[src/rtl/ex_stage_muldiv_if.sv]
// ID/EX-to-EX/MEM bundle for the execute stage: ID/EX operands, controls and forwarding
// selects go in; the EX/MEM register, hazard-unit copies and the stall come out.
interface ex_stage_muldiv_if #(
    parameter int WIDTH      = 32,
    parameter int REG_ADDR_W = 5
);
    logic                  IDEXValid;
    logic [2:0]            IDEXExOp;
    logic                  IDEXRegDst;
    logic                  IDEXALUSrc;
    logic                  IDEXRegWrite;
    logic                  IDEXMemtoReg;
    logic                  IDEXMemRead;
    logic                  IDEXMemWrite;
    logic [WIDTH-1:0]      IDEXReadData1;
    logic [WIDTH-1:0]      IDEXReadData2;
    logic [WIDTH-1:0]      IDEXImm;
    logic [REG_ADDR_W-1:0] IDEXRs;
    logic [REG_ADDR_W-1:0] IDEXRt;
    logic [REG_ADDR_W-1:0] IDEXRd;
    logic [1:0]            ForwardA;
    logic [1:0]            ForwardB;
    logic [WIDTH-1:0]      MEMForwarding;
    logic [WIDTH-1:0]      WBForwarding;
    logic                  EXFlush;

    logic                  EXStall;
    logic                  IDEXMemReadOut;
    logic                  IDEXRegWriteOut;
    logic [REG_ADDR_W-1:0] EXDst;
    logic [REG_ADDR_W-1:0] IDEXRsOut;
    logic [REG_ADDR_W-1:0] IDEXRtOut;
    logic                  EXMEMRegWrite;
    logic                  EXMEMMemtoReg;
    logic                  EXMEMMemRead;
    logic                  EXMEMMemWrite;
    logic [WIDTH-1:0]      EXMEMReadAddress;
    logic [WIDTH-1:0]      EXMEMWriteData;
    logic [REG_ADDR_W-1:0] EXMEMDst;

    modport master (
        output IDEXValid, IDEXExOp, IDEXRegDst, IDEXALUSrc, IDEXRegWrite, IDEXMemtoReg,
               IDEXMemRead, IDEXMemWrite, IDEXReadData1, IDEXReadData2, IDEXImm,
               IDEXRs, IDEXRt, IDEXRd, ForwardA, ForwardB, MEMForwarding, WBForwarding,
               EXFlush,
        input  EXStall, IDEXMemReadOut, IDEXRegWriteOut, EXDst, IDEXRsOut, IDEXRtOut,
               EXMEMRegWrite, EXMEMMemtoReg, EXMEMMemRead, EXMEMMemWrite,
               EXMEMReadAddress, EXMEMWriteData, EXMEMDst
    );

    modport slave (
        input  IDEXValid, IDEXExOp, IDEXRegDst, IDEXALUSrc, IDEXRegWrite, IDEXMemtoReg,
               IDEXMemRead, IDEXMemWrite, IDEXReadData1, IDEXReadData2, IDEXImm,
               IDEXRs, IDEXRt, IDEXRd, ForwardA, ForwardB, MEMForwarding, WBForwarding,
               EXFlush,
        output EXStall, IDEXMemReadOut, IDEXRegWriteOut, EXDst, IDEXRsOut, IDEXRtOut,
               EXMEMRegWrite, EXMEMMemtoReg, EXMEMMemRead, EXMEMMemWrite,
               EXMEMReadAddress, EXMEMWriteData, EXMEMDst
    );
endinterface

[src/rtl/ex_stage_muldiv.sv]
// Execute stage: single-cycle ALU plus an iterative shift-add multiplier that stalls
// the front end while it works, feeding the EX/MEM pipeline register.
module ex_stage_muldiv #(
    parameter int WIDTH      = 32,
    parameter int REG_ADDR_W = 5
) (
    input logic               clock,
    input logic               resetN,
    ex_stage_muldiv_if.slave  bus
);
    localparam int CNT_W = $clog2(WIDTH);

    typedef enum logic [2:0] {
        OP_ADD  = 3'b000,
        OP_SUB  = 3'b001,
        OP_AND  = 3'b010,
        OP_OR   = 3'b011,
        OP_NOR  = 3'b100,
        OP_SLT  = 3'b101,
        OP_MUL  = 3'b110,
        OP_RSVD = 3'b111
    } ex_op_e;

    typedef enum logic [1:0] {
        S_IDLE,
        S_BUSY,
        S_DONE
    } state_e;

    state_e                state_q;
    logic [CNT_W-1:0]      cnt_q;
    logic [WIDTH-1:0]      mcand_q;
    logic [WIDTH-1:0]      mplier_q;
    logic [WIDTH-1:0]      acc_q;
    logic [WIDTH-1:0]      store_q;

    logic [3:0]            exmem_ctrl_q;
    logic [WIDTH-1:0]      exmem_addr_q;
    logic [WIDTH-1:0]      exmem_wdata_q;
    logic [REG_ADDR_W-1:0] exmem_dst_q;

    ex_op_e                op;
    logic [WIDTH-1:0]      op_a;
    logic [WIDTH-1:0]      fwd_b;
    logic [WIDTH-1:0]      op_b;
    logic [WIDTH-1:0]      alu_result_d;
    logic [3:0]            ctrl_d;
    logic [REG_ADDR_W-1:0] dst_d;
    logic                  mul_issue;

    assign op = ex_op_e'(bus.IDEXExOp);

    // NOTE: every signal assigned in always_comb gets a default first, so no path infers a latch.
    always_comb begin
        op_a = bus.IDEXReadData1;
        case (bus.ForwardA)
            2'b10:   op_a = bus.MEMForwarding;
            2'b01:   op_a = bus.WBForwarding;
            default: op_a = bus.IDEXReadData1;
        endcase
        fwd_b = bus.IDEXReadData2;
        case (bus.ForwardB)
            2'b10:   fwd_b = bus.MEMForwarding;
            2'b01:   fwd_b = bus.WBForwarding;
            default: fwd_b = bus.IDEXReadData2;
        endcase
    end

    assign op_b = bus.IDEXALUSrc ? bus.IDEXImm : fwd_b;

    always_comb begin
        alu_result_d = op_a + op_b;
        case (op)
            OP_SUB:  alu_result_d = op_a - op_b;
            OP_AND:  alu_result_d = op_a & op_b;
            OP_OR:   alu_result_d = op_a | op_b;
            OP_NOR:  alu_result_d = ~(op_a | op_b);
            OP_SLT:  alu_result_d = WIDTH'($signed(op_a) < $signed(op_b));
            default: alu_result_d = op_a + op_b;
        endcase
    end

    assign dst_d     = bus.IDEXRegDst ? bus.IDEXRd : bus.IDEXRt;
    assign ctrl_d    = bus.IDEXValid ? {bus.IDEXRegWrite, bus.IDEXMemtoReg,
                                        bus.IDEXMemRead, bus.IDEXMemWrite} : 4'b0000;
    assign mul_issue = bus.IDEXValid && (op == OP_MUL) && !bus.EXFlush;

    // Stall covers the issue cycle too, so upstream freezes before the operands move on.
    assign bus.EXStall = resetN && ((state_q == S_BUSY) || ((state_q == S_IDLE) && mul_issue));

    // NOTE: sequential state uses non-blocking assignments only; the datapath registers are
    // reset as well so an aborted multiply leaves nothing behind.
    always_ff @(posedge clock or negedge resetN) begin
        if (!resetN) begin
            state_q       <= S_IDLE;
            cnt_q         <= '0;
            mcand_q       <= '0;
            mplier_q      <= '0;
            acc_q         <= '0;
            store_q       <= '0;
            exmem_ctrl_q  <= '0;
            exmem_addr_q  <= '0;
            exmem_wdata_q <= '0;
            exmem_dst_q   <= '0;
        end else begin
            exmem_ctrl_q  <= '0;
            exmem_addr_q  <= '0;
            exmem_wdata_q <= '0;
            exmem_dst_q   <= '0;
            if (bus.EXFlush) begin
                state_q <= S_IDLE;
            end else begin
                case (state_q)
                    S_IDLE: begin
                        if (mul_issue) begin
                            state_q  <= S_BUSY;
                            cnt_q    <= '0;
                            acc_q    <= '0;
                            mcand_q  <= op_a;
                            mplier_q <= op_b;
                            store_q  <= fwd_b;
                        end else if (bus.IDEXValid) begin
                            exmem_ctrl_q  <= ctrl_d;
                            exmem_addr_q  <= alu_result_d;
                            exmem_wdata_q <= fwd_b;
                            exmem_dst_q   <= dst_d;
                        end
                    end
                    S_BUSY: begin
                        acc_q    <= acc_q + (mplier_q[0] ? mcand_q : '0);
                        mcand_q  <= mcand_q << 1;
                        mplier_q <= mplier_q >> 1;
                        cnt_q    <= cnt_q + CNT_W'(1);
                        if (cnt_q == CNT_W'(WIDTH - 1)) state_q <= S_DONE;
                    end
                    S_DONE: begin
                        exmem_ctrl_q  <= ctrl_d;
                        exmem_addr_q  <= acc_q;
                        exmem_wdata_q <= store_q;
                        exmem_dst_q   <= dst_d;
                        state_q       <= S_IDLE;
                    end
                    default: state_q <= S_IDLE;
                endcase
            end
        end
    end

    assign bus.IDEXMemReadOut   = bus.IDEXMemRead;
    assign bus.IDEXRegWriteOut  = bus.IDEXRegWrite;
    assign bus.EXDst            = dst_d;
    assign bus.IDEXRsOut        = bus.IDEXRs;
    assign bus.IDEXRtOut        = bus.IDEXRt;
    assign bus.EXMEMRegWrite    = exmem_ctrl_q[3];
    assign bus.EXMEMMemtoReg    = exmem_ctrl_q[2];
    assign bus.EXMEMMemRead     = exmem_ctrl_q[1];
    assign bus.EXMEMMemWrite    = exmem_ctrl_q[0];
    assign bus.EXMEMReadAddress = exmem_addr_q;
    assign bus.EXMEMWriteData   = exmem_wdata_q;
    assign bus.EXMEMDst         = exmem_dst_q;
endmodule
[src/flat_wrapper.sv]
// flat-port wrapper written by rule: the top's interface ports become plain ports
module ex_stage_muldiv_flat 
#(
    parameter int WIDTH      = 32,
    parameter int REG_ADDR_W = 5
)
  (clock, resetN, bus_IDEXValid, bus_IDEXExOp, bus_IDEXRegDst, bus_IDEXALUSrc, bus_IDEXRegWrite, bus_IDEXMemtoReg, bus_IDEXMemRead, bus_IDEXMemWrite, bus_IDEXReadData1, bus_IDEXReadData2, bus_IDEXImm, bus_IDEXRs, bus_IDEXRt, bus_IDEXRd, bus_ForwardA, bus_ForwardB, bus_MEMForwarding, bus_WBForwarding, bus_EXFlush, bus_EXStall, bus_IDEXMemReadOut, bus_IDEXRegWriteOut, bus_EXDst, bus_IDEXRsOut, bus_IDEXRtOut, bus_EXMEMRegWrite, bus_EXMEMMemtoReg, bus_EXMEMMemRead, bus_EXMEMMemWrite, bus_EXMEMReadAddress, bus_EXMEMWriteData, bus_EXMEMDst);
  ex_stage_muldiv_if #(.WIDTH(WIDTH), .REG_ADDR_W(REG_ADDR_W)) bus_i ();
  input logic clock;
  input logic resetN;
  input wire logic [$bits(bus_i.IDEXValid)-1:0] bus_IDEXValid;
  input wire logic [$bits(bus_i.IDEXExOp)-1:0] bus_IDEXExOp;
  input wire logic [$bits(bus_i.IDEXRegDst)-1:0] bus_IDEXRegDst;
  input wire logic [$bits(bus_i.IDEXALUSrc)-1:0] bus_IDEXALUSrc;
  input wire logic [$bits(bus_i.IDEXRegWrite)-1:0] bus_IDEXRegWrite;
  input wire logic [$bits(bus_i.IDEXMemtoReg)-1:0] bus_IDEXMemtoReg;
  input wire logic [$bits(bus_i.IDEXMemRead)-1:0] bus_IDEXMemRead;
  input wire logic [$bits(bus_i.IDEXMemWrite)-1:0] bus_IDEXMemWrite;
  input wire logic [$bits(bus_i.IDEXReadData1)-1:0] bus_IDEXReadData1;
  input wire logic [$bits(bus_i.IDEXReadData2)-1:0] bus_IDEXReadData2;
  input wire logic [$bits(bus_i.IDEXImm)-1:0] bus_IDEXImm;
  input wire logic [$bits(bus_i.IDEXRs)-1:0] bus_IDEXRs;
  input wire logic [$bits(bus_i.IDEXRt)-1:0] bus_IDEXRt;
  input wire logic [$bits(bus_i.IDEXRd)-1:0] bus_IDEXRd;
  input wire logic [$bits(bus_i.ForwardA)-1:0] bus_ForwardA;
  input wire logic [$bits(bus_i.ForwardB)-1:0] bus_ForwardB;
  input wire logic [$bits(bus_i.MEMForwarding)-1:0] bus_MEMForwarding;
  input wire logic [$bits(bus_i.WBForwarding)-1:0] bus_WBForwarding;
  input wire logic [$bits(bus_i.EXFlush)-1:0] bus_EXFlush;
  output wire logic [$bits(bus_i.EXStall)-1:0] bus_EXStall;
  output wire logic [$bits(bus_i.IDEXMemReadOut)-1:0] bus_IDEXMemReadOut;
  output wire logic [$bits(bus_i.IDEXRegWriteOut)-1:0] bus_IDEXRegWriteOut;
  output wire logic [$bits(bus_i.EXDst)-1:0] bus_EXDst;
  output wire logic [$bits(bus_i.IDEXRsOut)-1:0] bus_IDEXRsOut;
  output wire logic [$bits(bus_i.IDEXRtOut)-1:0] bus_IDEXRtOut;
  output wire logic [$bits(bus_i.EXMEMRegWrite)-1:0] bus_EXMEMRegWrite;
  output wire logic [$bits(bus_i.EXMEMMemtoReg)-1:0] bus_EXMEMMemtoReg;
  output wire logic [$bits(bus_i.EXMEMMemRead)-1:0] bus_EXMEMMemRead;
  output wire logic [$bits(bus_i.EXMEMMemWrite)-1:0] bus_EXMEMMemWrite;
  output wire logic [$bits(bus_i.EXMEMReadAddress)-1:0] bus_EXMEMReadAddress;
  output wire logic [$bits(bus_i.EXMEMWriteData)-1:0] bus_EXMEMWriteData;
  output wire logic [$bits(bus_i.EXMEMDst)-1:0] bus_EXMEMDst;
  assign bus_i.IDEXValid = bus_IDEXValid;
  assign bus_i.IDEXExOp = bus_IDEXExOp;
  assign bus_i.IDEXRegDst = bus_IDEXRegDst;
  assign bus_i.IDEXALUSrc = bus_IDEXALUSrc;
  assign bus_i.IDEXRegWrite = bus_IDEXRegWrite;
  assign bus_i.IDEXMemtoReg = bus_IDEXMemtoReg;
  assign bus_i.IDEXMemRead = bus_IDEXMemRead;
  assign bus_i.IDEXMemWrite = bus_IDEXMemWrite;
  assign bus_i.IDEXReadData1 = bus_IDEXReadData1;
  assign bus_i.IDEXReadData2 = bus_IDEXReadData2;
  assign bus_i.IDEXImm = bus_IDEXImm;
  assign bus_i.IDEXRs = bus_IDEXRs;
  assign bus_i.IDEXRt = bus_IDEXRt;
  assign bus_i.IDEXRd = bus_IDEXRd;
  assign bus_i.ForwardA = bus_ForwardA;
  assign bus_i.ForwardB = bus_ForwardB;
  assign bus_i.MEMForwarding = bus_MEMForwarding;
  assign bus_i.WBForwarding = bus_WBForwarding;
  assign bus_i.EXFlush = bus_EXFlush;
  assign bus_EXStall = bus_i.EXStall;
  assign bus_IDEXMemReadOut = bus_i.IDEXMemReadOut;
  assign bus_IDEXRegWriteOut = bus_i.IDEXRegWriteOut;
  assign bus_EXDst = bus_i.EXDst;
  assign bus_IDEXRsOut = bus_i.IDEXRsOut;
  assign bus_IDEXRtOut = bus_i.IDEXRtOut;
  assign bus_EXMEMRegWrite = bus_i.EXMEMRegWrite;
  assign bus_EXMEMMemtoReg = bus_i.EXMEMMemtoReg;
  assign bus_EXMEMMemRead = bus_i.EXMEMMemRead;
  assign bus_EXMEMMemWrite = bus_i.EXMEMMemWrite;
  assign bus_EXMEMReadAddress = bus_i.EXMEMReadAddress;
  assign bus_EXMEMWriteData = bus_i.EXMEMWriteData;
  assign bus_EXMEMDst = bus_i.EXMEMDst;
  ex_stage_muldiv #(.WIDTH(WIDTH), .REG_ADDR_W(REG_ADDR_W)) u_core (.clock(clock), .resetN(resetN), .bus(bus_i));
endmodule
[config.mk]
export PLATFORM = sky130hd
export DESIGN_NAME = ex_stage_muldiv_flat
export DESIGN_NICKNAME = d
export VERILOG_FILES = /design/src/rtl/ex_stage_muldiv_if.sv /design/src/rtl/ex_stage_muldiv.sv /design/src/flat_wrapper.sv
export SDC_FILE = /design/constraint.sdc
export NUM_CORES = 1
export LEC_CHECK = 0
export CORE_UTILIZATION = 32
export CTS_CLUSTER_DIAMETER = 60
export DETAILED_ROUTE_END_ITERATION = 10
export HOLD_SLACK_MARGIN = 0.05
export PLACE_DENSITY_LB_ADDON = 0.12
export SETUP_SLACK_MARGIN = 0.05
export SYNTH_ARGS = -nofsm -noshare
export SYNTH_HDL_FRONTEND = slang
export SYNTH_SLANG_ARGS = --single-unit
[constraint.sdc]
create_clock -name clock -period 3.1 [get_ports clock]
set_clock_uncertainty 0.1 [all_clocks]
set_input_delay 0.62 -clock clock [delete_from_list [all_inputs] [get_ports clock]]
set_output_delay 0.62 -clock clock [all_outputs]
set_load 0.02 [all_outputs]
==> impl_results.md, run 1 <==
- Final core utilization: 55.4%
- # DRC: 0
- Worst-path clk slew: ~0.050 ns
- Worst path arrival time: around 4.1 ns
- Global route hottest layer: met2
- Ys Warns: 0
- Post-synth net total: 2407
- Power Total: 13.5 mW
- Final Cell Area: 28000 µm²
- Worst path cell trace: buf_12 -> inv_12 -> ha_4 -> buf_12 -> buf_12 -> nor2_4 -> a21oi_4 -> nor2_2 -> a21oi_2 -> buf_4 -> ha_4 -> a21o_1 -> a221o_1 -> and2_4 -> o21ai_4 -> a211oi_2 -> or4_1 -> a31oi_1 -> o22a_1 -> a21oi_2
- Worst Path Max Fanout: 7
- Setup WS pre-CTS: -1.88 ns
- CP endpoint kind: flop
- Area Growth Syn to Fin: 69.6%
- Hold WS: 0.380 ns
- Layout cell share with drive strength beyond 1: 37.4%
- Initial core utilization: about a third
- Clk sink count: between 200 and 250
- First-pass GRT wire length: 111000 µm
- Slew HR: around 48%
- Ys flop type: dfrtp_1
- DIE AREA: approximately 52000 µm²
- Area after DPL: between 20000 and 25000 µm²
- Clock latency on the worst-skew pair: roughly 0.54 ns
- Least-Margin Pin Slew: 0.780 ns
- Number of vias per cell: 5.28
- CTS max path bufs: 3
- N_diodes: 0
- CP required: 3.41 ns
- Yosys reg bits: around 210
- Final setup fails: 37
- Worst path max stage delay: 0.50 ns
- Worst hold path class: flop to flop
- Worst path top cell family by delay: compound AO/OA/AOI/OAI gates
- Dpl hpwl: 55600 µm
- Final WL: around 74000 µm
- Htree depth: 2
- Proportion of synthesized chip area in sequential cells: about a third
- CP Buf/Inv Count: 5
- Placer Congestion: 0.950
- GRT overflow: 0
- Port Buffers: 272
- Post-synth EDFFs: 0
- Critical path class: input port to flop
- RSZ-0062 raised after global routing: true
- Post-Syn Area: 16500 µm²
- Tmin final: 3.75 ns
- Core area: 50500 µm²
- Initial antenna violation count: 0
- Antenna-violating nets left: 0
- Worst path slowest cell: or4_1
- Rows: ~80
- CP most frequent cell: buf_12
- Fin. Hold Viols: 0
- Vias in the first global route: 18492
- Synthesized instance count: 2079
- Met1 usage: 40.0%
- DR vias: 18572
- GRT Total Usage: 27.4%
- Fillers: 4682
- Chip Width: 229 µm
- Ys async rst share: 100%
- Setup Total Neg Slack: -14.63 ns
- PwrDens: 485 nW/µm²
- Num CTS Buffers: 36
- Clock tree from TritonCTS: done
- Drt pass-1 iters: 5
- Status: complete, but fails checks
- DR iter-0 viols: roughly 1300
- Leakage: 12.6 nW
- Slew Viols, Final: 0
- CP Launch Type: input port
- Worst vdd ir: 0.000373 V
- Final #Nets: 3146
- Final WS setup: -0.654 ns
- Die outline height: 229 µm
- Fin crit share: 121%
- Layout Cells excl Fill: 3516
- Max Cap Viol: 0
- Root Buffer: clkbuf_16
- Cell variety after synth: 89
- Largest net degree at the start of global routing: 91
- I/O pin total: about 280
- FMAX: 0.266 GHz
- Syn Area/Cell: just under 8 µm²
- Met3 global-route usage: just under 4%
- Routed length per placed instance: 21.1 µm
- Failing checks: setup timing
- Post-Place Cells: 3329
- GRT met2 Usage: 42.1%
[state kept, by name, summed over array words and instances, names as in the netlist, 4 cells and up]
| signal | flops |
|---|---|
| u_core.bus.EXMEMReadAddress | 32 |
| u_core.mcand_q | 32 |
| u_core.cnt_q | 5 |
| u_core.acc_q | 32 |
| u_core.mplier_q | 32 |
| u_core.store_q | 32 |
| u_core.exmem_ctrl_q | 4 |
| u_core.bus.EXMEMWriteData | 32 |
| u_core.bus.EXMEMDst | 5 |
[repair_timing]
item                                   4_1_cts  5_1_grt
gates resized for setup                    260      192
setup buffers                               79       46
hold buffers                                 1        0
pin swaps                                  137      140
cloned                                       4        1
setup endpoints to repair                   49       46
endpoints found under the hold margin       25        0
[final cells by class]
cell class,instances,area (µm²),area share (%)
Multi-Input combinational cell,1586,12500,44.7
Tap cell,672,841,3.01
Clock inverter,23,310,1.11
Clock buffer,41,982,3.51
Timing Repair Buffer,859,7610,27.2
Inverter,127,499,1.79
Sequential cell,208,5200,18.6
[Yosys cell counts (5+ instances only)]
cell	number	area share, %
o21ai_0	163	4.9
buf_1	24	0.55
o21ai_1	7	0.21
mux2_2	6	0.41
or3_1	10	0.38
o21bai_1	9	0.41
a221o_1	38	2.3
nor3_1	24	0.73
xor2_1	20	1.1
xnor2_1	43	2.3
nor3b_1	7	0.32
a211oi_1	13	0.59
a22o_1	8	0.43
a21oi_1	251	7.6
nand2b_1	18	0.68
a31oi_1	14	0.53
o31a_1	5	0.27
nand2_1	142	3.2
a22oi_1	100	4.6
o211ai_1	6	0.27
clkbuf_1	101	2.3
and2_1	36	1.4
o211a_1	7	0.43
inv_1	125	2.8
nand4_1	8	0.30
nor2_1	288	6.6
nand3_1	24	0.73
o22ai_1	10	0.38
o221ai_1	11	0.58
nor2b_1	17	0.65
and3_1	8	0.30
dfrtp_1	208	32
a21boi_0	5	0.23
buf_2	16	0.49
a21o_1	38	1.7
buf_4	12	0.55
ha_1	133	10
a221oi_1	14	0.74
o21a_1	5	0.23
o22a_1	5	0.27
o31ai_1	11	0.50
[worst reg2reg max path: cells and delay by family, from the launching register on]
family | cells | cell delay (ns)
and+or+nand+nor | 2 | 0.46
AOI/OAI and AO/OA | 8 | 1.30
adders and majority gates | 1 | 0.21
buffers and inverters | 4 | 0.60
DFF | 1 | 0.41
[power breakdown]
part           switching (mW)  internal, mW  leakage, nW
logic                    2.92          2.93         9.20
registers               0.265          3.10         2.78
clock network            1.53          2.79        0.618
[placed cells by master, fill, tap and decap left out, types with 87 or more instances in the layout]
cell type / netlist / final
a21oi_2: 2 / 90
buf_4: 12 / 517
dfrtp_1: 208 / 208
o21ai_0: 163 / 124
nor2_1: 288 / 251
inv_1: 125 / 107
ha_1: 133 / 87
a21oi_1: 251 / 133
clkdlybuf4s50_1: 0 / 260
nand2_1: 142 / 134
[cells by family (layout without fill, tap and decap cells)]
group | Yosys count | after routing | synth area share, %
simple gates | 608 | 608 | 16.6
flops | 208 | 208 | 31.6
xor+xnor | 63 | 63 | 3.35
buf+inv | 285 | 1050 | 7.09
compound gates | 772 | 772 | 30.4
mux | 7 | 7 | 0.471
fa+ha+maj | 136 | 136 | 10.5
[metal layers]
metal / routed length (µm) / part of all wire, %
met1: 35700 / 48
met2: 32600 / 44
met3: 4100 / 5.5
met4: 1770 / 2.4
met5: 0 / 0
[final timing paths]
kind | from | to | slack (ns) | cells past startpoint
min in group asynchronous | resetN | u_core.bus.EXMEMReadAddress[3] | 0.41 | 2
max in group asynchronous | resetN | u_core.bus.EXMEMWriteData[26] | 1.40 | 3
max reg2reg | u_core.mplier_q[0] | u_core.acc_q[29] | -0.09 | 15
min reg2reg | u_core.store_q[0] | u_core.store_q[0] | 0.38 | 2
min | u_core.store_q[0] | u_core.store_q[0] | 0.38 | 2
max | bus_ForwardB[0] | u_core.bus.EXMEMReadAddress[19] | -0.65 | 20
Note: power is estimated with default switching activity, not from simulation.
==> inputs of run 2 (changes only) <==
Settings changed: HOLD_SLACK_MARGIN 0.05 to unset.
Clock period 3.1 ns to 4.25 ns, I/O delays scaled along.
==> run 2 against run 1 <==
Critical path depth shrank 1; largest cell class unchanged; cell count shrank 4.3%; the run now ends clean; clock power shrank 35%; via count shrank 4.8%; first-iteration DRC count shrank 8.1%; sequential cell count is the same.
==> impl_results.md, run 2 (same netlist as run 1, synthesis figures left out) <==
- Status: complete, no violations
- Most frequent cells in the layout: buf_4, nor2_1, clkdlybuf4s50_1
- Commonest non-fill, non-tap cell in the layout: buf_4
- CTS max path bufs: 3 (unchanged)
- CP Launch Type: input port
- N_diodes: 0 (unchanged)
- Fin. Hold Viols: 0 (unchanged)
- Worst-path clk slew: 0.06 ns (about the same)
- Port Buffers: 272 (unchanged)
- Clock latency on the worst-skew pair: 0.54 ns (about the same)
- DR iter-0 viols: 1219 (-8.1%)
- Fin crit share: 95.8%
- CP most frequent cell: a21oi_2
- DR vias: 17682 (-4.8%)
- RSZ-0062 raised after global routing: false
- Die outline height: 229 µm (unchanged)
- Root Buffer: clkbuf_16
- Initial core utilization: 32.6% (unchanged)
- Clk sink count: 208 (unchanged)
- Initial antenna violation count: 0 (unchanged)
- # DRC: 0 (unchanged)
- Layout Cells excl Fill: 3365 (-4.3%)
- FMAX: 0.246 GHz
- Leakage: 11.5 nW (-8.4%)
- Core area: 50500 µm² (unchanged)
- Register area: 5200 µm² (unchanged)
- Vias in the first global route: 17731 (-4.1%)
- Layout cell share with drive strength beyond 1: 26.1% (-11 points)
- Slew HR: 45.1% (-2.9 points)
- Worst path arrival time: 4.37 ns (+0.31 ns)
- Hold WS: 0.383 ns (+0.00272 ns)
- Dpl hpwl: 53200 µm (-4.3%)
- Reg2reg setup slack: 0.62 ns (+0.71 ns)
- Fillers: 4993 (+6.6%)
- Number of vias per cell: 5.25 (-0.52%)
- CP required: 4.54 ns (+1.13 ns)
- Final #Nets: 2997 (-4.7%)
- Chip Width: 229 µm (unchanged)
- Num CTS Buffers: 34 (-5.6%)
- FF-to-FF Start: u_core.mplier_q[0]
- Antenna-violating nets left: 0 (unchanged)
- PwrDens: 355 nW/µm² (-27%)
- Critical path class: input port to flop
- Placer Congestion: 0.933 (-1.7%)
- Hold EP: u_core.store_q[16]
- Area Growth Syn to Fin: 51.4%
- Post-Place Cells: 3264 (-2.0%)
- Worst reg2reg path endpoint: u_core.acc_q[30]
- Worst vdd ir: 0.000242 V (-35%)
- Multi-input gate area: 11100 µm² (-12%)
- Slew Viols, Final: 0 (unchanged)
- Final WL: 69400 µm (-6.4%)
- Clock tree from TritonCTS: done
- Hold Path Stages: 2 (unchanged)
- Worst r2r path cells: 12 (-3)
- DIE AREA: 52400 µm² (unchanged)
- Worst Path Max Fanout: 5 (-2)
- Rows: 82 (unchanged)
- HP Start: u_core.store_q[16]
- Largest net degree at the start of global routing: 99 (+8.8%)
- Routed length per placed instance: 20.6 µm (-2.2%)
- GRT Total Usage: 26.1% (-1.3 points)
- Setup Total Neg Slack: 0 ns (+14.63 ns)
- Worst path max stage delay: 0.44 ns (-0.06 ns)
- Htree depth: 2 (unchanged)
- CP endpoint kind: flop
- GRT overflow: 0 (unchanged)
- Worst path slowest cell: o41a_1
- Final setup fails: 0 (-100%)
- Least-Margin Pin Slew: 0.824 ns (+0.0440 ns)
- Worst path cell trace: buf_6 -> buf_6 -> ha_4 -> bufbuf_16 -> nor2_1 -> a21oi_2 -> nor2_1 -> a21oi_1 -> buf_4 -> inv_1 -> ha_1 -> or3_1 -> o211ai_2 -> a21oi_2 -> o41a_1 -> a221oi_4 -> o31a_1 -> o22a_1 -> a21oi_2
- First-pass GRT wire length: 106000 µm (-4.7%)
- Worst hold path class: flop to flop
- Tmin final: 4.07 ns
- Drt pass-1 iters: 6 (+1)
- Max Cap Viol: 0 (unchanged)
- I/O pin total: 283 (unchanged)
-- run 2: cell count changes in the layout (fill, tap and decap cells not counted), sizes merged, moves of 2 or more --
cell,change
buf,-148
bufinv,-4
clkbuf,-2
clkdlybuf4s50,+3
dlygate4sd2,-2
inv,+4
-- run 2: critical path: cells and delay by family --
family / cells / cell delay (ns)
AO/OA/AOI/OAI: 9 / 1.79
adder cells (fa/ha/maj): 2 / 0.51
buffers and inverters: 5 / 0.68
AND/OR/NAND/NOR: 3 / 0.51
-- run 2: final cells by class --
type,count,share of cell area (%)
multi-input combinational,1586,44.3
timing repair buffer,712,25.0
sequential,208,20.9
clock buffer,39,3.65
tap,672,3.37
inverter,127,1.91
clock inverter,21,0.892
-- run 2: where the power goes --
part / switching (mW) / internal [mW] / total (mW)
registers: 0.196 / 2.26 / 2.46
logic: 1.82 / 1.76 / 3.59
clock network: 1.11 / 1.70 / 2.81
-- run 2: how the worst max path moves through the flow --
| stage | slack (ns) | from | endpoint |
|---|---|---|---|
| global route | 0.04 | bus_ForwardB[1] | u_core.bus.EXMEMReadAddress[19] |
| detailed placement | -1.12 | bus_ForwardB[1] | u_core.bus.EXMEMReadAddress[14] |
| floorplan | 0.02 | bus_ForwardB[0] | u_core.bus.EXMEMReadAddress[24] |
| global placement | -1.11 | bus_ForwardB[1] | u_core.bus.EXMEMReadAddress[14] |
| finish | 0.18 | bus_ForwardB[1] | u_core.bus.EXMEMReadAddress[19] |
| CTS | 0.03 | bus_ForwardA[0] | u_core.bus.EXMEMReadAddress[26] |
-- run 2: routing by layer --
| layer | part of all wire (%) | up-vias | GRT usage, % |
|---|---|---|---|
| met3 | 6.0 | 88 | 4.32 |
| met2 | 43 | 573 | 39.0 |
| met1 | 49 | 8448 | 38.7 |
| li1 | - | 8573 | - |
| met4 | 2.0 | 0 | 6.46 |
| met5 | 0 | - | 0 |
-- run 2: through the flow --
| stage | power [mW] | utilization [%] | instance area [µm²] | setup WS, ns |
|---|---|---|---|---|
| 2_1_floorplan | 4.12 | - | 16600 | 0.0250 |
| 3_3_place_gp | 5.68 | 44.7 | 22600 | -1.11 |
| 3_5_place_dp | 5.71 | 44.7 | 22600 | -1.12 |
| 4_1_cts | 8.78 | 48.6 | 24500 | 0.0251 |
| 5_1_grt | 9.34 | 49.4 | 25000 | 0.0424 |
| 6_report | 8.85 | 49.4 | 25000 | 0.179 |
-- run 2: repair_timing --
action	CTS	global route
hold buffers	1	0
setup buffers	24	13
endpoints found under the hold margin	4	0
gates cloned	3	0
pin swaps	48	46
gates resized for setup	109	74
setup endpoints to repair	28	27
==> patch 1, RTL diff (flow settings as in run 2) <==
`REG_ADDR_W` is set to 5 in 3 places; all go to 4.
--- a/src/rtl/ex_stage_muldiv_if.sv
+++ b/src/rtl/ex_stage_muldiv_if.sv
@@ -3,5 +3,5 @@
 interface ex_stage_muldiv_if #(
     parameter int WIDTH      = 32,
-    parameter int REG_ADDR_W = 5
+    parameter int REG_ADDR_W = 4
 );
     logic                  IDEXValid;
--- a/src/rtl/ex_stage_muldiv.sv
+++ b/src/rtl/ex_stage_muldiv.sv
@@ -3,5 +3,5 @@
 module ex_stage_muldiv #(
     parameter int WIDTH      = 32,
-    parameter int REG_ADDR_W = 5
+    parameter int REG_ADDR_W = 4
 ) (
     input logic               clock,
--- a/src/flat_wrapper.sv
+++ b/src/flat_wrapper.sv
@@ -3,5 +3,5 @@
 #(
     parameter int WIDTH      = 32,
-    parameter int REG_ADDR_W = 5
+    parameter int REG_ADDR_W = 4
 )
   (clock, resetN, bus_IDEXValid, bus_IDEXExOp, bus_IDEXRegDst, bus_IDEXALUSrc, bus_IDEXRegWrite, bus_IDEXMemtoReg, bus_IDEXMemRead, bus_IDEXMemWrite, bus_IDEXReadData1, bus_IDEXReadData2, bus_IDEXImm, bus_IDEXRs, bus_IDEXRt, bus_IDEXRd, bus_ForwardA, bus_ForwardB, bus_MEMForwarding, bus_WBForwarding, bus_EXFlush, bus_EXStall, bus_IDEXMemReadOut, bus_IDEXRegWriteOut, bus_EXDst, bus_IDEXRsOut, bus_IDEXRtOut, bus_EXMEMRegWrite, bus_EXMEMMemtoReg, bus_EXMEMMemRead, bus_EXMEMMemWrite, bus_EXMEMReadAddress, bus_EXMEMWriteData, bus_EXMEMDst);
Interface: changed (7 resized); port bits go from 283 to 276. The function was not compared with the original's and may differ.
==> patch 1 against run 2 <==
Area after synthesis decreased by 2.1%; wire length decreased by 5.2%; cell count decreased by 1.8%; sequential cell count decreased by 1; clock power decreased by 4%; setup slack got worse by 120 ps; register-to-register slack got worse by 170 ps; worst hold slack got worse by 330 ps; power decreased by 1.2%; design area decreased by 2.0%.
==> patch 1: results (changes against run 2) <==
routing:
  drt_wl_total_um: 65780  # -5.2%
  dr.first_iter.drc_count: 1237  # +1.5%
  vias: 17380  # -1.7%
  detailedRoute.firstPassIterationCount: 5  # -1
yosys:
  synth_compound_area_share_pct: 30.09  # -0.31 points
  post_synth_fa_ha_maj_area_fraction_pct: 10.68  # +0.22 points
  synthDistinctLibCells: 74  # -17%
  synth_nets: 2375  # -1.3%
  postSynth.topFlopCell: "dfrtp_1"
  synth_mux_area_share_pct: 0.6589  # +0.19 points
  xor_xnor_share_of_the_synthesized_area_pct: 3.202  # -0.15 points
  synthesis.area_per_instance_um2: 7.873  # -0.68%
  post_synth_main_area_contributors: "dfrtp_1 (32%), ha_1 (10%), a21oi_1 (7.7%)"
  yosys-top-cells-count: "nor2_1 (288), a21oi_1 (248), dfrtp_1 (207), nand2_1 (159), o21ai_0 (159)"
  ys_seq_area_share_pct: 32.09  # +0.51 points
placed_design:
  gp_routability_congestion: 0.9511  # +1.9%
  buffer_ports.inserted: 267  # -1.8%
  place.detailed.hpwl_um: 49750  # -6.5%
  placed_cells: 3205  # -1.8%
clock_network:
  cts_buffers: 30  # -12%
  clk-insertion-delay-late_ps: 590  # +50 ps
  max-clock-path-buffers: 3  # unchanged
  root_buffer: "clkbuf_16"
  path_clk_slew_ps: 60  # about the same
  clock_tree.htree_level_count: 1  # -1
global_route:
  groute.usage.overall_pct: 25.31  # -0.80 points
  wire_length_of_the_first_global_routing_pass_um: 100300  # -5.5%
  grt_max_degree: 76  # -23%
  number_of_antenna_violations_at_the_first_check_in_global_routing: 1  # +1
final_layout:
  number_of_filler_cells_placed_in_the_layout: 4750  # -4.9%
  layout.nets: 2941  # -1.9%
  fin_cells: 3303  # -1.8%
  drive_above_1_share_pct: 26.15  # about the same
worst_hold_path:
  min-delay-path-class: "in -> async"
worst_setup_path:
  cpMaxStageDelayCell: "a2111oi_2"
  crit_required_ps: 4600  # +60 ps
  critical-path-max-stage-delay_ps: 400  # -40 ps
  crit_fanout: 6  # +1
pwr:
  internal_power_uw: 5697  # -0.46%
  max_vdd_drop_mv: 0.3038  # +25%
  comb_power_share_pct: 40.7  # +0.2 points
  netSwitchingFraction_pct: 34.83  # -0.52 points
  pwr.group.clock_uw: 2690  # -4%
  total_leakage_power_uw: 0.01125  # -2.6%
timing:
  worst-slew-pin-transition_ps: 1008  # +184.3 ps
outcome:
  run_status: "finished clean"
==> patch 1: cell types whose count changed in the layout (fill, tap and decap cells not counted), sizes merged, moves of 8 or more <==
cell           run 2  this run
buf              442       426
inv              135       113
nand2            142       159
nand2b            18         8
nand3             25        33
o21ai            173       165
o21bai             9        19
o22ai             10        18
==> patch 1: routing by layer <==
metal  GRT usage [%]  part of all wire (%)
met4           6.691                   2.4
met2           38.62                    44
met5               0                 0.020
met3           3.628                   5.8
met1           37.03                    48
==> patch 1: cell type report <==
type | instances | area (um^2) | area share [%]
Multi-Input combinational cell | 1579 | 10960 | 44.79
Clock buffer | 38 | 820.8 | 3.355
Timing Repair Buffer | 687 | 5996 | 24.51
Sequential cell | 207 | 5180 | 21.17
Inverter | 111 | 434.2 | 1.775
Tap cell | 664 | 830.8 | 3.396
Clock inverter | 17 | 246.5 | 1.008
==> patch 1: final timing paths <==
check | endpoint | cells past startpoint | startpoint | slack [ps]
worst max-delay path | u_core.bus.EXMEMReadAddress[18] | 21 | bus_ForwardB[1] | 50
worst min-delay path | u_core.bus.EXMEMWriteData[28] | 1 | resetN | 50
worst max register to register | u_core.acc_q[30] | 13 | u_core.mcand_q[0] | 450
worst min register to register | u_core.store_q[29] | 2 | u_core.store_q[29] | 380
max in group asynchronous | u_core.bus.EXMEMDst[2] | 3 | resetN | 2030
min in group clock | u_core.store_q[29] | 2 | u_core.store_q[29] | 380
==> patch 1: stage by stage <==
stage               area, um^2  setup TNS (ps)  setup slack [ps]
floorplan                16550          -13.47            -11.29
global placement         22180          -25850             -1192
detailed placement       22180          -26760             -1197
CTS                      23810               0             24.48
global route             24460          -79.50            -66.54
finish                   24460               0             54.85
==> patch 1: timing repair <==
action	CTS	global route
pin swaps	30	64
buffers inserted	21	22
cloned	0	1
gates resized for setup	91	115
setup endpoints to repair	25	24
==> patch 2, RTL diff (config.mk and constraints of run 2) <==
Made on the original files. Reset style: synchronous (`resetN`), changed in one clocked block.
--- a/src/rtl/ex_stage_muldiv.sv
+++ b/src/rtl/ex_stage_muldiv.sv
@@ -91,5 +91,5 @@
     // NOTE: sequential state uses non-blocking assignments only; the datapath registers are
     // reset as well so an aborted multiply leaves nothing behind.
-    always_ff @(posedge clock or negedge resetN) begin
+    always_ff @(posedge clock) begin
         if (!resetN) begin
             state_q       <= S_IDLE;
Function: changed (Yosys sat finds a counterexample within 4 cycles, from zero or initial values and one cycle with resetN low; the reset may be asserted at any time).
==> patch 2 against run 2 <==
Area after synthesis up 0.67%; design area up 0.78%; setup slack got worse by 160 ps; sequential share of layout area is 4.3 points lower; count of clock-buffer cells in the layout grew 6; wire length is 13% higher; power is 9.0% lower; fmax down 3.9%; sequential cell count unchanged; largest power group unchanged.
==> patch 2: results (changes against run 2) <==
outcome:
  run_status: "finished clean"
yosys:
  yosysWarningCount: 0  # unchanged
  postSynth.topFlopCell: "dfxtp_1"
  yosys-top-cells-count: "a21oi_1 (270), nor2_1 (238), dfxtp_1 (208), nand2_1 (194), ha_1 (133)"
  synth_nets: 2583  # +7.3%
  post_synth_main_area_contributors: "dfxtp_1 (25%), ha_1 (10%), a21oi_1 (8.1%)"
  ys_seq_area_share_pct: 25.10  # -6.5 points
  async_flop_share_pct: 0  # -100 points
pwr:
  pwr.group.clock_uw: 2940  # +5%
  clock_power_share_pct: 36.5  # +4.8 points
  max_vdd_drop_mv: 0.2333  # -3.8%
  net-switching-power_uw: 2787  # -11%
  comb_cell_power_uw: 3100  # -14%
  total_leakage_power_uw: 0.01122  # -2.8%
final_layout:
  drive_above_1_share_pct: 23.98  # -2.2 points
  number_of_filler_cells_placed_in_the_layout: 5167  # +3.5%
  final-clk-cell-share_pct: 4.701  # +0.16 points
  buf_share_pct: 25.26  # +0.24 points
  layout.non_clock_inverters: 128  # +0.79%
  nonclk_buf_count: 730  # +2.5%
  diodes: 1  # +1
  n_multi_input_combinational_cell: 1750  # +10%
  layout.nets: 3183  # +6.2%
  area.growth.synth_to_final_pct: 51.61
  n_clock_buffer: 45  # +15%
  multi_input_area_share_pct: 48.14  # +3.8 points
  register_area_um2: 4164  # -20%
  fin_cells: 3562  # +5.9%
global_route:
  first_global_vias: 18510  # +4.4%
  wire_length_of_the_first_global_routing_pass_um: 115800  # +9.1%
  grt_max_degree: 70  # -29%
  number_of_antenna_violations_at_the_first_check_in_global_routing: 2  # +2
  groute.usage.overall_pct: 28.79  # +2.7 points
routing:
  detail_route.vias_per_cell: 5.341  # +1.6%
  detailedRoute.firstPassIterationCount: 8  # +2
  detail_route.wl_per_cell_um: 22.07  # +7.0%
  dr.first_iter.drc_count: 1486  # +22%
worst_setup_path:
  critical-path-max-stage-delay_ps: 480  # +40 ps
  worstPathArrival_ps: 4580  # +210 ps
  crit_path_start: "bus_ForwardB[0]"
  crit_fanout: 13  # +8
  timing.critical_path.max_delay_family: "simple AND/OR/NAND/NOR gates"
  rr_startpoint: "u_core.mplier_q[0]"
  cpMaxStageDelayCell: "nor4_4"
  ff2ff_path_depth: 13  # +1
worst_hold_path:
  worstHoldStart: "u_core.acc_q[24]"
placed_design:
  pre_cts_ws_ps: -1259  # -137.3 ps
  place.detailed.hpwl_um: 61610  # +16%
  placed_cells: 3456  # +5.9%
  place_area_um2: 22990  # +1.8%
  gp_routability_congestion: 0.9379  # +0.50%
floorplanning:
  die_width_um: 229.7  # +0.33%
clock_network:
  cts_buffers: 37  # +8.8%
  clk-insertion-delay-late_ps: 560  # +20 ps
timing:
  slew-limit-headroom_pct: 11.96  # -33 points
## patch 2: final timing paths
kind	endpoint	slack [ps]
worst max-delay path	u_core.bus.EXMEMReadAddress[28]	10
worst min-delay path	u_core.acc_q[24]	380
worst max register to register	u_core.acc_q[31]	350
worst min register to register	u_core.acc_q[24]	380
## patch 2: what timing repair did
item                                    4_1_cts  5_1_grt
hold buffers                                  0        0
resized for setup                            93       77
buffers inserted                             32       12
endpoints found under the setup margin       26       25
gates cloned                                  0        0
pin swaps                                    38       58
## patch 2: cells by family after synthesis
group                    share of synthesized area (%)
buffers and inverters                            7.051
AND/OR/NAND/NOR                                  20.97
multiplexers                                     2.655
adder cells (fa/ha/maj)                          10.39
flip-flops                                       25.10
AO/OA/AOI/OAI                                    31.20
XOR/XNOR                                         2.640
## patch 2: metal layers
metal	vias up	global-route usage, %	wire, um
met5	-	0	13
met4	2	9.954	2720
met3	121	3.658	3749
met2	558	48.42	36810
met1	9132	37.73	35320
li1	9213	-	-
